[config.mk]
export PLATFORM = sky130hd
export DESIGN_NAME = sdram_arbiter
export DESIGN_NICKNAME = d
export VERILOG_FILES = /design/src/rtl/sdram_arbiter.sv
export SDC_FILE = /design/constraint.sdc
export NUM_CORES = 1
export LEC_CHECK = 0
export CORE_MARGIN = 2
export CORE_UTILIZATION = 37
export CTS_CLUSTER_SIZE = 16
export DETAILED_ROUTE_END_ITERATION = 8
export PLACE_DENSITY = 0.79
export SLEW_MARGIN = 20
export SYNTH_ARGS = -nofsm -noshare
export SYNTH_HDL_FRONTEND = slang
export SYNTH_SLANG_ARGS = --single-unit
[constraint.sdc]
create_clock -name clk -period 2.9 [get_ports clk]
set_clock_uncertainty 0.1 [all_clocks]
set_input_delay 0.58 -clock clk [delete_from_list [all_inputs] [get_ports clk]]
set_output_delay 0.58 -clock clk [all_outputs]
set_load 0.05 [all_outputs]
[src/rtl/sdram_arbiter.sv]
`default_nettype none
// ============================================================================
// Module   : sdram_arbiter
// Purpose  : Two-requester round-robin arbiter issuing one access at a time to
//            an SDRAM controller, with a bounded wait for read data.
// Revision : 1.0  initial release
// ============================================================================
module sdram_arbiter #(
    parameter int ADDR_WIDTH = 24,
    parameter int DATA_WIDTH = 16,
    parameter int RD_TIMEOUT = 255
) (
    input  logic                  clk,
    input  logic                  reset,
    input  logic                  m0_req,
    input  logic                  m0_we,
    input  logic [ADDR_WIDTH-1:0] m0_addr,
    input  logic [DATA_WIDTH-1:0] m0_wdata,
    output logic                  m0_done,
    output logic                  m0_err,
    output logic [DATA_WIDTH-1:0] m0_rdata,
    input  logic                  m1_req,
    input  logic                  m1_we,
    input  logic [ADDR_WIDTH-1:0] m1_addr,
    input  logic [DATA_WIDTH-1:0] m1_wdata,
    output logic                  m1_done,
    output logic                  m1_err,
    output logic [DATA_WIDTH-1:0] m1_rdata,
    output logic                  ctl_req,
    output logic                  ctl_we,
    output logic [ADDR_WIDTH-1:0] ctl_addr,
    output logic [DATA_WIDTH-1:0] ctl_wdata,
    input  logic                  ctl_ack,
    input  logic                  ctl_rvalid,
    input  logic [DATA_WIDTH-1:0] ctl_rdata
);

    localparam int CNT_WIDTH = (RD_TIMEOUT > 1) ? $clog2(RD_TIMEOUT) : 1;
    localparam logic [CNT_WIDTH-1:0] c_cnt_last = CNT_WIDTH'(RD_TIMEOUT - 1);

    typedef enum logic [1:0] {
        IDLE   = 2'd0,
        ISSUE  = 2'd1,
        RDWAIT = 2'd2,
        DONE   = 2'd3
    } state_t;

    state_t                r_state;
    state_t                w_state_next;
    logic [1:0]            r_armed;
    logic                  r_last;      // 1 = m1 was granted most recently
    logic                  r_sel;       // port owning the current access
    logic                  r_we;
    logic [ADDR_WIDTH-1:0] r_addr;
    logic [DATA_WIDTH-1:0] r_wdata;
    logic                  r_err;
    logic [CNT_WIDTH-1:0]  r_cnt;
    logic [DATA_WIDTH-1:0] r_rdata0;
    logic [DATA_WIDTH-1:0] r_rdata1;

    logic                  w_elig0;
    logic                  w_elig1;
    logic                  w_grant;
    logic                  w_grant_sel;
    logic [1:0]            w_grant_vec;
    logic                  w_timeout;

    assign w_elig0     = r_armed[0] & m0_req;
    assign w_elig1     = r_armed[1] & m1_req;
    assign w_grant     = (r_state == IDLE) & (w_elig0 | w_elig1);
    // Under contention the port that did not win last time goes first.
    assign w_grant_sel = w_elig1 & (~w_elig0 | ~r_last);
    assign w_grant_vec = {w_grant & w_grant_sel, w_grant & ~w_grant_sel};
    assign w_timeout   = (r_state == RDWAIT) & ~ctl_rvalid & (r_cnt == c_cnt_last);

    always_ff @(posedge clk or posedge reset) begin
        if (reset) begin
            r_state <= IDLE;
        end else begin
            r_state <= w_state_next;
        end
    end

    always_comb begin
        w_state_next = r_state;
        case (r_state)
            IDLE: begin
                if (w_grant) w_state_next = ISSUE;
            end
            ISSUE: begin
                if (ctl_ack) w_state_next = r_we ? DONE : RDWAIT;
            end
            RDWAIT: begin
                if (ctl_rvalid || w_timeout) w_state_next = DONE;
            end
            DONE: begin
                w_state_next = IDLE;
            end
            default: w_state_next = IDLE;
        endcase
    end

    always_ff @(posedge clk or posedge reset) begin
        if (reset) begin
            r_armed  <= 2'b00;
            r_last   <= 1'b1;
            r_sel    <= 1'b0;
            r_we     <= 1'b0;
            r_addr   <= '0;
            r_wdata  <= '0;
            r_err    <= 1'b0;
            r_cnt    <= '0;
            r_rdata0 <= '0;
            r_rdata1 <= '0;
        end else begin
            // A port re-arms only after its req has been seen low.
            r_armed <= (r_armed | ~{m1_req, m0_req}) & ~w_grant_vec;
            if (w_grant) begin
                r_sel   <= w_grant_sel;
                r_last  <= w_grant_sel;
                r_we    <= w_grant_sel ? m1_we    : m0_we;
                r_addr  <= w_grant_sel ? m1_addr  : m0_addr;
                r_wdata <= w_grant_sel ? m1_wdata : m0_wdata;
                r_err   <= 1'b0;
            end
            if ((r_state == ISSUE) && ctl_ack) begin
                r_cnt <= '0;
            end
            if (r_state == RDWAIT) begin
                if (ctl_rvalid) begin
                    if (r_sel) r_rdata1 <= ctl_rdata;
                    else       r_rdata0 <= ctl_rdata;
                end else if (w_timeout) begin
                    r_err <= 1'b1;
                    if (r_sel) r_rdata1 <= '0;
                    else       r_rdata0 <= '0;
                end else begin
                    r_cnt <= r_cnt + 1'b1;
                end
            end
        end
    end

    assign ctl_req   = (r_state == ISSUE);
    assign ctl_we    = r_we;
    assign ctl_addr  = r_addr;
    assign ctl_wdata = r_wdata;

    assign m0_done  = (r_state == DONE) & ~r_sel;
    assign m1_done  = (r_state == DONE) &  r_sel;
    assign m0_err   = m0_done & r_err;
    assign m1_err   = m1_done & r_err;
    assign m0_rdata = r_rdata0;
    assign m1_rdata = r_rdata1;

endmodule
`default_nettype wire

Word-level counts from Yosys, hierarchy flattened
Index checks and enable logic that the tools add are counted.
{ "totals": {"word_cells": 73, "ff_bits": 88, "out_inout_bits": 78, "input_bits": 104} }
{ "op_classes": {"n_reduce_logical": 7, "mux": 24, "addsub": 1, "n_eq_ne": 7, "bitwise_logic": 23} }
{ "op_table": {"columns": ["cell", "count"], "rows": [
  ["2-to-1 mux 16 bit", 9],
  ["2-to-1 mux 8 bit", 4],
  ["2-to-1 mux 24 bit", 1],
  ["bitwise AND 1 bit", 12],
  ["AND reduction 3 bit", 3],
  ["adder 8 x 1 -> 8 bit (second input constant)", 1],
  ["== test 8 bit (second input constant)", 1],
  ["one-hot mux 2 bit (4 select lines)", 1],
  ["2-to-1 mux 1 bit", 6],
  ["2-to-1 mux 2 bit", 3],
  ["NOT 1 bit", 5],
  ["== test 2 bit (second input constant)", 2],
  ["!= test 2 x 1 -> 1 bit (second input constant)", 2],
  ["NOT 2 bit", 2],
  ["bitwise AND 2 bit", 1],
  ["== test 2 x 1 -> 1 bit (second input constant)", 1],
  ["zero test 2 bit", 1],
  ["!= test 2 bit (second input constant)", 1],
  ["bitwise OR 1 bit", 2],
  ["bitwise OR 2 bit", 1],
  ["nonzero test 2 bit", 1],
  ["logical AND 1 bit", 1],
  ["logical OR 1 bit", 1]
]} }

Logic depth before layout (Yosys ltp)
{ "logic_depth": {"word_depth": 8, "mapped_depth": 7, "ltp_nobuf": 6} }

Worst setup path before layout
Ideal clock, no wire load.
{ "synth_timing": {"kind": "reg2out", "startpoint": "register r_state[1]", "endpoint": "output m0_done", "path_stages_with_launch": 3, "t_arrival_ns": 1.286, "required_time_ns": 2.220, "path_buffers": 0, "setup_slack_ns": 0.934, "cell_sequence": "dfrtp_1 ha_1 nor2b_1"} }
{ "synth_between": {"elab_chain_len": 2} }
{ "synth_lines": {"columns": ["item", "line", "source"], "rows": [
  ["from (decl)", "48", "state_t r_state;"],
  ["from (signal assigned)", "80", "r_state <= w_state_next;"],
  ["== test 2 bit", "149", "assign m0_done = (r_state == DONE) & ~r_sel;"],
  ["bitwise AND 1 bit", "149", null],
  ["to (decl)", "19", "output logic m0_done,"]
]} }
No other way between the ends.

Worst setup path in the final report
{ "layout_timing": {"startpoint": "register r_state[1]", "endpoint": "output ctl_req"} }
{ "layout_between": {"elab_chain_len": 1} }
{ "layout_lines": {"columns": ["item", "line", "source"], "rows": [
  ["== test 2 x 1 -> 1 bit", "144", "assign ctl_req = (r_state == ISSUE);"],
  ["to (decl)", "29", "output logic ctl_req,"]
]} }
No other way between the ends.

==> metrics.yaml <==
run_status:
  outcome: "finished, final reports clean"
routing:
  antenna_left: 0
  dr_total_vias: 3441
  dr.pass1.iters: 8
  drtIter0Drc: 308
  drt_wl_total_mm: 10.9
  viasPerCell: 5.50
  drc: 0
  wl_per_cell_um: 17.3
timing:
  finalSetupTns_ns: 0
  finalSetupViolations: 0
  hold_viol: 0
  period_needed_ns: 2.69
  slew_viol_final: 0
  slew_headroom_pct: 50.2
  max_freq_mhz: 372
  period_share_pct: 92.8
  tightestPinTransition_ns: 0.747
  rsz0062_at_grt: "no"
clock_network:
  clock-sinks: 88
  worstSkewPairLatency_ns: 0.35
  cts_tree: "done"
  cts-root-buf: "clkbuf_8"
  ctsHoldBuffers: 0
  cts_max_level: 3
  cts_resized: 0
  cts.path.max_buffers: 2
  post_cts.repair.setup_buffers: 0
  numCtsBuffers: 9
  path_clk_slew_ns: 0.10
logic_synthesis:
  async_flop_share_pct: 100
  avgSynthCellArea_um2: 12.3
  syn_area_um2: 3800
  synth_edf_count: 0
  synth-seq-area-share_pct: 57.9
  syn-num-nets: 419
  syn_inst: 309
  postSynthRegisterBits: 88
  synth_flop_cell: "dfrtp_1"
  yosys_warnings: 0
  yosysUniqueCellTypes: 48
floorplanning:
  dieArea_um2: 11100
  core-area_um2: 10100
  start_util_pct: 37.5
  dieHeight_um: 105
  die_w_um: 105
  io_pins: 182
  num_rows: 37
critical_path:
  cp.arrival_ns: 2.01
  path_max_fanout: 6
  path_delay_family: "buffers and inverters"
  r2r_setup_slack_ns: 0.76
  cp_slowest_cell: "clkdlybuf4s50_1"
  critical_path_required_ns: 2.22
  slowest_delay_ns: 0.86
  cp-start-kind: "register"
  crit_path_end_kind: "output port"
  worstSetupPathType: "reg -> out"
  path_buf_inv: 2
  worstPathCellList: "inv_1 -> ha_1 -> clkdlybuf4s50_1"
job:
  cap_violations: 0
cells_and_area:
  drive_above_1_share_pct: 7.14
  nets: 595
  syn2layout_area_growth_pct: 56.0
  diodes: 0
  fill_cells: 830
  final_core_util_pct: 58.5
power:
  p_leak_nw: 2.65
  power.density_nw_per_um2: 1200
  ir_worst_vdd_uv: 570
  finalPower_mw: 7.14
placement:
  port-buffer-count: 181
  gp_congestion: 0.772
  dpl.hpwl_mm: 7.68
grt:
  grt_util_all_layers_pct: 20.1
  antenna_found_initial: 0
  gr-total-overflow: 0
  grt_pass1_wl_mm: 17.9
  grt_max_degree: 89
  first_global_vias: 3612
worst_hold_path:
  min_path_type: "reg -> reg"
## layer usage
| metal | vias to the layer above | global-route usage, % | share of wire (%) |
|---|---|---|---|
| met1 | 1708 | 24.8 | 41 |
| li1 | 1560 | - | - |
| met3 | 14 | 4.70 | 7.3 |
| met4 | 0 | 6.38 | 1.5 |
| met2 | 159 | 34.7 | 51 |
| met5 | - | 0 | 0 |
## cell type report
cell class / instances / area (µm²) / share of cell area [%]
inverters: 47 / 180 / 3.04
flip-flops and latches: 88 / 2200 / 37.1
clock inverters: 7 / 75.1 / 1.27
well taps: 136 / 170 / 2.87
repair buffers: 190 / 1890 / 31.9
multi-input cells: 149 / 1290 / 21.7
clock buffers: 9 / 124 / 2.09
## Yosys cell counts (2+ instances only)
cell type  instances  share of area, %
nand2b_1           3              0.49
nand3_1           11               1.4
ha_1               6               2.0
nor2b_1            3              0.49
o211ai_1           2              0.39
dfrtp_1           87                57
o21ai_2            2              0.46
a21o_1             3              0.59
o21ai_0            5              0.66
and2_1             2              0.33
inv_1             47               4.6
nand2_1            8              0.79
buf_6              4               1.2
clkbuf_1           7              0.69
nor2_1             2              0.20
a21oi_1            3              0.39
buf_2             12               1.6
a32o_1            32               8.4
a222oi_1          41                11
## per-stage QoR
step           setup slack, ns  std cells  instance area, µm²  hold slack [ns]
2_1_floorplan            0.934        309                3810            0.384
3_5_place_dp             0.319        610                5730            0.378
5_1_grt                  0.103        626                5930            0.424
4_1_cts                  0.188        626                5930            0.406
3_3_place_gp             0.457        610                5730            0.371
6_report                 0.209        626                5930            0.402
## path summary, 6_finish.rpt
path                        startpoint  depth (start not counted)           end
hold reg to reg            m0_rdata[5]                          1   m0_rdata[5]
setup reg to reg            r_state[0]                          6  ctl_addr[19]
min in group asynchronous        reset                          3   m1_rdata[7]
setup / recovery            r_state[1]                          3       ctl_req
max in group asynchronous        reset                          3        r_last
hold / removal             m0_rdata[5]                          1   m0_rdata[5]
## sequential cells by signal, indices dropped and copies added, names as in the netlist
name	cells
ctl_addr	24
ctl_wdata	16
m0_rdata	16
m1_rdata	16
r_cnt	8
r_armed	2
r_state	2
ctl_we	1
r_err	1
r_last	1
r_sel	1
## report_power, final
group | leakage (nW) | internal [mW] | switching, mW
sequential | 1.10 | 1.77 | 0.365
combinational | 1.45 | 1.52 | 2.65
clock | 0.0981 | 0.340 | 0.492
total | 2.65 | 3.63 | 3.51
## cell usage in the layout, fill, tap and decap left out, types with 5 or more instances in the layout
cell	n
clkdlybuf4s50_1	181
nand3_1	11
a222oi_1	41
buf_4	8
inv_1	46
o21ai_0	5
nand2_1	8
ha_1	6
dfrtp_1	87
a32o_1	32
clkbuf_8	9
## worst register-to-register path: stages, from the launching register on
cell	delay (ns)
dfrtp_1	0.41
inv_1	0.13
ha_1	0.28
a21bo_1	0.32
buf_4	0.30
a222oi_1	0.41
inv_1	0.09
## kinds of logic (layout without fill, tap and decap cells)
family | Yosys count | in the layout | share of synthesized area, %
compound gates | 101 | 101 | 24.8
fa+ha+maj | 6 | 6 | 1.97
buf+inv | 72 | 253 | 8.39
flops | 88 | 88 | 57.9
mux | 1 | 1 | 0.296
simple gates | 41 | 41 | 6.61
Power figures use the tool's default switching activity.
